## src/rtl/blink_speed_ctrl_pkg.sv

```systemverilog
// -----------------------------------------------------------------------------
// blink_pkg
// Shared types and constants for the blinker speed controller: the speed index
// type and its limits, the button FSM state encoding, and a saturating step
// helper so the speed target can never wrap around.
// -----------------------------------------------------------------------------
package blink_pkg;

  localparam int SPEED_W   = 4;
  localparam int SPEED_MAX = 15;
  localparam int SPEED_MIN = 0;

  typedef logic [SPEED_W-1:0] speed_t;

  typedef enum logic [1:0] {IDLE, HOLD_WAIT, REPEAT, LOCKOUT} spd_state_e;

  // One step up or down, clamped at the ends of the speed range.
  function automatic speed_t sat_step(input speed_t cur, input logic up);
    speed_t res;
    res = cur;
    if (up) begin
      if (cur != speed_t'(SPEED_MAX)) res = cur + speed_t'(1);
    end else begin
      if (cur != speed_t'(SPEED_MIN)) res = cur - speed_t'(1);
    end
    return res;
  endfunction

endpackage

```

## src/rtl/blink_speed_ctrl_if.sv

```systemverilog
// -----------------------------------------------------------------------------
// blink_speed_ctrl_if
// Valid/ready configuration channel from the speed controller to the blinker.
//   cfg_valid : a new speed index is offered (driven by master)
//   cfg_index : offered speed index, 0 fastest .. 15 slowest (driven by master)
//   cfg_ready : blinker accepts cfg_index this cycle (driven by slave)
// -----------------------------------------------------------------------------
interface blink_speed_ctrl_if;
  import blink_pkg::*;

  logic   cfg_valid;
  logic   cfg_ready;
  speed_t cfg_index;

  modport master (output cfg_valid, output cfg_index, input cfg_ready);
  modport slave  (input cfg_valid, input cfg_index, output cfg_ready);

endinterface

```

## src/rtl/blink_speed_ctrl_btn_debounce.sv

```systemverilog
// -----------------------------------------------------------------------------
// btn_debounce
// Conditions one raw push button: 2-flop synchronizer, stability debouncer,
// one-cycle press pulse on a debounced rising edge, and the debounced level.
//   clk, rst : system clock, asynchronous active-high reset
//   btn_i    : raw button, asynchronous to clk
//   press_o  : 1-cycle pulse when the debounced level rises
//   held_o   : debounced button level
// -----------------------------------------------------------------------------
module btn_debounce #(
  parameter int DEBOUNCE_CYCLES = 1_000_000
) (
  input  logic clk,
  input  logic rst,
  input  logic btn_i,
  output logic press_o,
  output logic held_o
);

  localparam int CNT_W = $clog2(DEBOUNCE_CYCLES + 1);
  localparam logic [CNT_W-1:0] CNT_DONE = CNT_W'(DEBOUNCE_CYCLES);

  logic             sync1_q, sync2_q;
  logic             level_q, level_d;
  logic             press_q;
  logic [CNT_W-1:0] cnt_q, cnt_d;

  // The reload looks one flop ahead (sync1 vs sync2), so the counter restarts
  // in the same cycle sync2 changes; cnt_q == CNT_DONE therefore always means
  // sync2 has been stable for the full debounce window.
  always_comb begin
    cnt_d   = cnt_q;
    level_d = level_q;
    if (sync1_q != sync2_q) begin
      cnt_d = '0;
    end else if (cnt_q != CNT_DONE) begin
      cnt_d = cnt_q + CNT_W'(1);
    end
    if (cnt_q == CNT_DONE) begin
      level_d = sync2_q;
    end
  end

  // Synchronizer, debounce counter and registered press pulse.
  always_ff @(posedge clk or posedge rst) begin
    if (rst) begin
      sync1_q <= 1'b0;
      sync2_q <= 1'b0;
      cnt_q   <= '0;
      level_q <= 1'b0;
      press_q <= 1'b0;
    end else begin
      sync1_q <= btn_i;
      sync2_q <= sync1_q;
      cnt_q   <= cnt_d;
      level_q <= level_d;
      press_q <= level_d & ~level_q;
    end
  end

  assign press_o = press_q;
  assign held_o  = level_q;

endmodule

```

## src/rtl/blink_speed_ctrl.sv

```systemverilog
// -----------------------------------------------------------------------------
// blink_speed_ctrl
// Turns the up/down buttons into a saturating 0..15 speed target with
// hold-to-auto-repeat, and hands each new index to the blinker over a
// valid/ready channel.
//   clk, rst      : 100 MHz clock, asynchronous active-high reset
//   btnu_i/btnd_i : raw up/down buttons
//   cfg           : valid/ready channel to the blinker (master side)
//   speed_index_o : last index accepted by the blinker
//   pending_o     : target differs from speed_index_o, or an offer is open
// -----------------------------------------------------------------------------
module blink_speed_ctrl
  import blink_pkg::*;
#(
  parameter int DEBOUNCE_CYCLES = 1_000_000,
  parameter int REPEAT_DELAY    = 50_000_000,
  parameter int REPEAT_RATE     = 10_000_000,
  parameter int RESET_INDEX     = 3
) (
  input  logic                       clk,
  input  logic                       rst,
  input  logic                       btnu_i,
  input  logic                       btnd_i,
  blink_speed_ctrl_if.master         cfg,
  output speed_t                     speed_index_o,
  output logic                       pending_o
);

  localparam int RPT_MAX = (REPEAT_DELAY > REPEAT_RATE) ? REPEAT_DELAY : REPEAT_RATE;
  localparam int RPT_W   = $clog2(RPT_MAX + 1);
  localparam logic [RPT_W-1:0] DELAY_LAST = RPT_W'(REPEAT_DELAY - 1);
  localparam logic [RPT_W-1:0] RATE_LAST  = RPT_W'(REPEAT_RATE - 1);
  localparam speed_t RST_IDX = speed_t'(RESET_INDEX);

  logic up_press, up_held, dn_press, dn_held;
  logic both_held, active_held, step_up, step_dn;

  spd_state_e       state_q;
  logic [RPT_W-1:0] rpt_cnt_q;
  logic             dir_up_q;
  speed_t           target_q, target_d;

  logic   valid_q, valid_d;
  speed_t cfg_index_q, cfg_index_d;
  speed_t speed_q, speed_d;
  logic   pending_q, pending_d;

  btn_debounce #(.DEBOUNCE_CYCLES(DEBOUNCE_CYCLES)) u_db_up (
    .clk(clk), .rst(rst), .btn_i(btnu_i), .press_o(up_press), .held_o(up_held)
  );

  btn_debounce #(.DEBOUNCE_CYCLES(DEBOUNCE_CYCLES)) u_db_dn (
    .clk(clk), .rst(rst), .btn_i(btnd_i), .press_o(dn_press), .held_o(dn_held)
  );

  assign both_held   = up_held & dn_held;
  assign active_held = dir_up_q ? up_held : dn_held;

  // Step decode. Both buttons held (which includes both pressed in the same
  // cycle) suppresses every step; repeat steps fire on the last count.
  always_comb begin
    step_up = 1'b0;
    step_dn = 1'b0;
    if (!both_held) begin
      case (state_q)
        IDLE: begin
          if (up_press && !dn_held)      step_up = 1'b1;
          else if (dn_press && !up_held) step_dn = 1'b1;
        end
        HOLD_WAIT: begin
          if (active_held && rpt_cnt_q == DELAY_LAST) begin
            step_up = dir_up_q;
            step_dn = ~dir_up_q;
          end
        end
        REPEAT: begin
          if (active_held && rpt_cnt_q == RATE_LAST) begin
            step_up = dir_up_q;
            step_dn = ~dir_up_q;
          end
        end
        default: ;
      endcase
    end
    target_d = target_q;
    if (step_up)      target_d = sat_step(target_q, 1'b1);
    else if (step_dn) target_d = sat_step(target_q, 1'b0);
  end

  // Button FSM, repeat counter and speed target.
  always_ff @(posedge clk or posedge rst) begin
    if (rst) begin
      state_q   <= IDLE;
      rpt_cnt_q <= '0;
      dir_up_q  <= 1'b0;
      target_q  <= RST_IDX;
    end else begin
      target_q <= target_d;
      if (both_held) begin
        state_q   <= LOCKOUT;
        rpt_cnt_q <= '0;
      end else begin
        case (state_q)
          IDLE: begin
            if (step_up || step_dn) begin
              state_q   <= HOLD_WAIT;
              rpt_cnt_q <= '0;
              dir_up_q  <= step_up;
            end
          end
          HOLD_WAIT: begin
            if (!active_held) begin
              state_q   <= IDLE;
              rpt_cnt_q <= '0;
            end else if (rpt_cnt_q == DELAY_LAST) begin
              state_q   <= REPEAT;
              rpt_cnt_q <= '0;
            end else begin
              rpt_cnt_q <= rpt_cnt_q + RPT_W'(1);
            end
          end
          REPEAT: begin
            if (!active_held) begin
              state_q   <= IDLE;
              rpt_cnt_q <= '0;
            end else if (rpt_cnt_q == RATE_LAST) begin
              rpt_cnt_q <= '0;
            end else begin
              rpt_cnt_q <= rpt_cnt_q + RPT_W'(1);
            end
          end
          LOCKOUT: begin
            if (!up_held && !dn_held) begin
              state_q   <= IDLE;
              rpt_cnt_q <= '0;
            end
          end
          default: begin
            state_q   <= IDLE;
            rpt_cnt_q <= '0;
          end
        endcase
      end
    end
  end

  // Handshake: an offer snapshots the target and stays frozen until accepted;
  // after acceptance valid spends at least one cycle low before re-offering.
  always_comb begin
    valid_d     = valid_q;
    cfg_index_d = cfg_index_q;
    speed_d     = speed_q;
    if (valid_q) begin
      if (cfg.cfg_ready) begin
        valid_d = 1'b0;
        speed_d = cfg_index_q;
      end
    end else if (target_q != speed_q) begin
      valid_d     = 1'b1;
      cfg_index_d = target_q;
    end
    pending_d = (target_d != speed_d) || valid_d;
  end

  // Handshake registers; pending is registered from the next-state values so
  // it matches the current target/speed/valid registers exactly.
  always_ff @(posedge clk or posedge rst) begin
    if (rst) begin
      valid_q     <= 1'b0;
      cfg_index_q <= RST_IDX;
      speed_q     <= RST_IDX;
      pending_q   <= 1'b0;
    end else begin
      valid_q     <= valid_d;
      cfg_index_q <= cfg_index_d;
      speed_q     <= speed_d;
      pending_q   <= pending_d;
    end
  end

  assign cfg.cfg_valid  = valid_q;
  assign cfg.cfg_index  = cfg_index_q;
  assign speed_index_o  = speed_q;
  assign pending_o      = pending_q;

endmodule

```

## src/flat_wrapper.sv

```systemverilog
// flat-port wrapper written by rule: the top's interface ports become plain ports
module blink_speed_ctrl_flat import blink_pkg::*;
#(
  parameter int DEBOUNCE_CYCLES = 1_000_000,
  parameter int REPEAT_DELAY    = 50_000_000,
  parameter int REPEAT_RATE     = 10_000_000,
  parameter int RESET_INDEX     = 3
)
  (clk, rst, btnu_i, btnd_i, speed_index_o, pending_o, cfg_cfg_valid, cfg_cfg_index, cfg_cfg_ready);
  blink_speed_ctrl_if cfg_i ();
  input  logic clk;
  input  logic rst;
  input  logic btnu_i;
  input  logic btnd_i;
  output speed_t speed_index_o;
  output logic pending_o;
  output wire logic [$bits(cfg_i.cfg_valid)-1:0] cfg_cfg_valid;
  output wire logic [$bits(cfg_i.cfg_index)-1:0] cfg_cfg_index;
  input wire logic [$bits(cfg_i.cfg_ready)-1:0] cfg_cfg_ready;
  assign cfg_cfg_valid = cfg_i.cfg_valid;
  assign cfg_cfg_index = cfg_i.cfg_index;
  assign cfg_i.cfg_ready = cfg_cfg_ready;
  blink_speed_ctrl #(.DEBOUNCE_CYCLES(DEBOUNCE_CYCLES), .REPEAT_DELAY(REPEAT_DELAY), .REPEAT_RATE(REPEAT_RATE), .RESET_INDEX(RESET_INDEX)) u_core (.clk(clk), .rst(rst), .btnu_i(btnu_i), .btnd_i(btnd_i), .cfg(cfg_i), .speed_index_o(speed_index_o), .pending_o(pending_o));
endmodule
```

## config.mk

```make
export PLATFORM = sky130hd
export DESIGN_NAME = blink_speed_ctrl_flat
export DESIGN_NICKNAME = d
export VERILOG_FILES = /design/src/rtl/blink_speed_ctrl_pkg.sv /design/src/rtl/blink_speed_ctrl_if.sv /design/src/rtl/blink_speed_ctrl_btn_debounce.sv /design/src/rtl/blink_speed_ctrl.sv /design/src/flat_wrapper.sv
export SDC_FILE = /design/constraint.sdc
export NUM_CORES = 1
export LEC_CHECK = 0
export ABC_AREA = 1
export CAP_MARGIN = 30
export CELL_PAD_IN_SITES_DETAIL_PLACEMENT = 1
export CELL_PAD_IN_SITES_GLOBAL_PLACEMENT = 1
export CORE_MARGIN = 2
export CORE_UTILIZATION = 48
export CTS_BUF_LIST = sky130_fd_sc_hd__clkbuf_4
export DETAILED_ROUTE_END_ITERATION = 6
export PLACE_DENSITY_LB_ADDON = 0.1
export SYNTH_ARGS = -nofsm -noshare
export SYNTH_HDL_FRONTEND = slang
export SYNTH_SLANG_ARGS = --single-unit
```

## constraint.sdc

```tcl
create_clock -name clk -period 3.9 [get_ports clk]
set_clock_uncertainty 0.05 [all_clocks]
set_input_delay 0.975 -clock clk [delete_from_list [all_inputs] [get_ports clk]]
set_output_delay 0.975 -clock clk [all_outputs]
set_load 0.02 [all_outputs]
```

==> flow_summary.json <==
{
  "drt-total-wl_um": 13100,
  "ys_async_sr_fraction_pct": 100,
  "tightestPinTransition_ns": 0.582,
  "yosysTopAreaCellShare_pct": 40.4,
  "holdPathStages": 0,
  "coreArea_mm2": 0.0108,
  "maxSlewViolCount": 0,
  "first_pass_iters": 4,
  "fin_area_mm2": 0.00571,
  "p_per_area_mw_per_mm2": 311,
  "hold_buffers": 0,
  "slowest_stage": "dfrtp_1",
  "synth_top_cell_by_area": "dfrtp_1",
  "p_seq_share_pct": 55.9,
  "r2r_slack_ns": 0.81,
  "comb_power_share_pct": 11.5,
  "hp-start": "u_core.u_db_dn.sync1_q$_DFF_PP0_",
  "grt_setup_unrepaired": "no",
  "synth-seq-cells": 91,
  "start_kind": "flip-flop",
  "drc": 0,
  "hold_viol": 0,
  "ir_worst_vdd_v": 0.000235,
  "leakagePower_nw": 2.59,
  "die_area_mm2": 0.0118,
  "synth_edf_count": 0,
  "die_y_um": 109,
  "crit_family": "simple AND/OR/NAND/NOR gates",
  "min_period_over_period_pct": 79.2,
  "clock.fmax_mhz": 324,
  "yosysUniqueCellTypes": 42,
  "critPathBufInv": 4,
  "io_buffer_count": 14,
  "r2r_start": "u_core.state_q[0]$_DFFE_PP0P_",
  "yosys_warnings": 0,
  "grt_max_degree": 45,
  "syn_nets": 704,
  "routabilityCongestion": 0.862,
  "netSwitchingFraction_pct": 29.4,
  "grt.total_usage_pct": 24.4,
  "tns_ns": 0,
  "drive_gt1_share_pct": 8.13,
  "syn_inst": 687,
  "path_class": "reg2reg",
  "cap_violations": 0,
  "pwr-share-clk_pct": 32.5,
  "arrival_ns": 3.40,
  "start_util_pct": 48.8,
  "synthTopCellsByArea": "dfrtp_1 40%, nand2_1 8.8%, nor2_1 7.2%",
  "hpwlAfterDp_um": 9900,
  "synth_flop_cell": "dfrtp_1",
  "reg2regPathDepth": 15,
  "holdPathEnd": "u_core.u_db_dn.sync2_q$_DFF_PP0_",
  "cts.sink_count": 91,
  "hp-class": "reg2reg",
  "antenna_found_initial": 1,
  "cts_made_buffers": 9,
  "grt-ovfl-total": 0,
  "area_delta_synth_final_pct": 8.36,
  "syn-cell-area_mm2": 0.00527,
  "cp_cell_sequence": "inv_1 > ha_1 > inv_1 > nor2_1 > nand3_1 > nand2_1 > nand2_1 > nand2_1 > nand2_2 > nand3_2 > nand2_2 > inv_2 > nand2_1 > inv_2 > nor2_1",
  "cts-root-buf": "clkbuf_4",
  "htreeDepth": 3,
  "status": "completed",
  "slew_headroom_pct": 60.9,
  "clock_latency_ns": 0.48,
  "min_period_ns": 3.09,
  "via_per_inst": 5.37,
  "cts_resized": 0,
  "nNetsFinal": 725,
  "finalSetupViolations": 0,
  "seq_area_frac_synth_pct": 43.4,
  "postSynthAreaPerCell_um2": 7.67,
  "timing.rr.end": "u_core.rpt_cnt_q[21]$_DFFE_PP0P_",
  "grt_pass1_wl_um": 22600,
  "rows": 38,
  "critical-path-max-stage-delay_ns": 0.45,
  "io_pins": 15,
  "die_w_um": 109,
  "placed_area_mm2": 0.00556,
  "p_int_mw": 1.25,
  "drt-initial-drc-count": 175,
  "post_cts_buffers": 0,
  "clk_pin_slew_ns": 0.15,
  "cpMostUsedCell": "nand2_1",
  "worst-path-max-fanout": 20,
  "final_antenna_net_count": 0,
  "cts_tree": "yes",
  "grt_pass1_vias": 4804,
  "wl_per_cell_um": 15.4,
  "cts_buffer_depth": 2,
  "num_vias": 4590,
  "cp-end-kind": "flip-flop",
  "required_ns": 4.21,
  "p_sw_mw": 0.522
}
-- placed cells by master, fill, tap and decap left out, types with 2 or more instances in the layout --
cell,count
a211oi_1,3
a21oi_1,28
buf_4,5
clkbuf_4,9
clkdlybuf4s50_1,14
dfrtp_1,85
dfstp_2,6
ha_1,12
inv_1,93
inv_2,4
inv_6,5
mux2_2,3
nand2_1,123
nand2_2,6
nand3_1,57
nand3_2,2
nand4_1,20
nor2_1,101
nor2_2,4
nor2_4,7
nor3_1,25
nor3b_1,4
nor4_1,4
o211ai_1,2
o21a_1,3
o21ai_0,40
o21ai_1,2
o31ai_1,3
xnor2_1,13
xor2_1,16
-- how the worst max path moves through the flow --
| stage | start | to | cells past startpoint |
|---|---|---|---|
| after floorplan | rst | u_core.cfg.cfg_index[2]$_DFFE_PP0P_ | 1 |
| after global placement | u_core.rpt_cnt_q[0]$_DFFE_PP0P_ | u_core.rpt_cnt_q[20]$_DFFE_PP0P_ | 16 |
| after detailed placement | u_core.rpt_cnt_q[0]$_DFFE_PP0P_ | u_core.rpt_cnt_q[15]$_DFFE_PP0P_ | 16 |
| after CTS | u_core.state_q[0]$_DFFE_PP0P_ | u_core.rpt_cnt_q[21]$_DFFE_PP0P_ | 15 |
| after global routing | u_core.rpt_cnt_q[1]$_DFFE_PP0P_ | u_core.rpt_cnt_q[19]$_DFFE_PP0P_ | 16 |
| final | u_core.state_q[0]$_DFFE_PP0P_ | u_core.rpt_cnt_q[21]$_DFFE_PP0P_ | 15 |
-- registers in the layout (all words and copies together), names as in the netlist, 2 cells and up --
| signal | flops |
|---|---|
| u_core.speed_index_o | 4 |
| u_core.cfg.cfg_index | 4 |
| u_core.u_db_dn.cnt_q | 20 |
| u_core.rpt_cnt_q | 26 |
| u_core.target_q | 4 |
| u_core.u_db_up.cnt_q | 20 |
| u_core.state_q | 2 |
-- cell type report --
class / instances / area, um2
Antenna cell: 1 / 2.50
Clock buffer: 9 / 67.6
Clock inverter: 7 / 81.3
Fill cell: 1400 / 5080
Inverter: 99 / 373
Multi-Input combinational cell: 488 / 2550
Sequential cell: 91 / 2280
Tap cell: 140 / 175
Timing Repair Buffer: 19 / 178
-- cell families after synthesis --
kind of cell | after synthesis | synth area share (%)
flops | 91 | 43.4
buf+inv | 108 | 8.29
xor+xnor | 29 | 4.82
compound gates | 87 | 9.16
simple gates | 357 | 30.9
mux | 3 | 0.641
fa+ha+maj | 12 | 2.85
-- stage by stage --
step / worst slack (ns) / hold WS [ns] / std cells / power [mW] / util, %
6_report: 0.810 / 0.369 / 854 / 1.77 / 52.9
5_1_grt: 0.430 / 0.391 / 854 / 1.88 / 52.9
4_1_cts: 0.787 / 0.376 / 853 / 1.80 / 52.9
3_5_place_dp: 0.822 / 0.341 / 837 / 1.22 / 51.5
3_3_place_gp: 0.990 / 0.327 / 837 / 1.21 / 51.5
2_1_floorplan: 0.521 / 0.323 / 687 / 1.13 / -
-- synthesized netlist by cell type (3+ instances only) --
cell type,number
nor2_1,101
nor3_1,25
nor2_4,7
nor2_2,4
mux2_2,3
o21a_1,3
nand4_1,20
o31ai_1,3
nand3_1,57
o21ai_0,40
nor3b_1,4
xnor2_1,13
inv_2,4
dfrtp_1,85
dfstp_2,6
a21oi_1,28
nor4_1,4
xor2_1,16
clkbuf_1,4
nand2_1,123
inv_1,94
ha_1,12
nand2_2,6
a211oi_1,3
-- power groups by stage --
| stage | Combinational (mW) | Clock (mW) | Sequential [mW] |
|---|---|---|---|
| after floorplan | 0.110 | 0 | 1.02 |
| after global placement | 0.199 | 0 | 1.01 |
| after CTS | 0.209 | 0.598 | 0.994 |
| after detailed placement | 0.208 | 0 | 1.01 |
| after global routing | 0.236 | 0.640 | 0.999 |
| final | 0.204 | 0.578 | 0.993 |
-- layer usage --
metal	wire [um]	vias to the layer above	global-route usage (%)
met5	0	-	0
met4	282	0	9.62
met3	251	20	3.53
met2	6330	52	40.5
met1	6260	2249	32.2
li1	-	2269	-
Power figures use the tool's default switching activity.
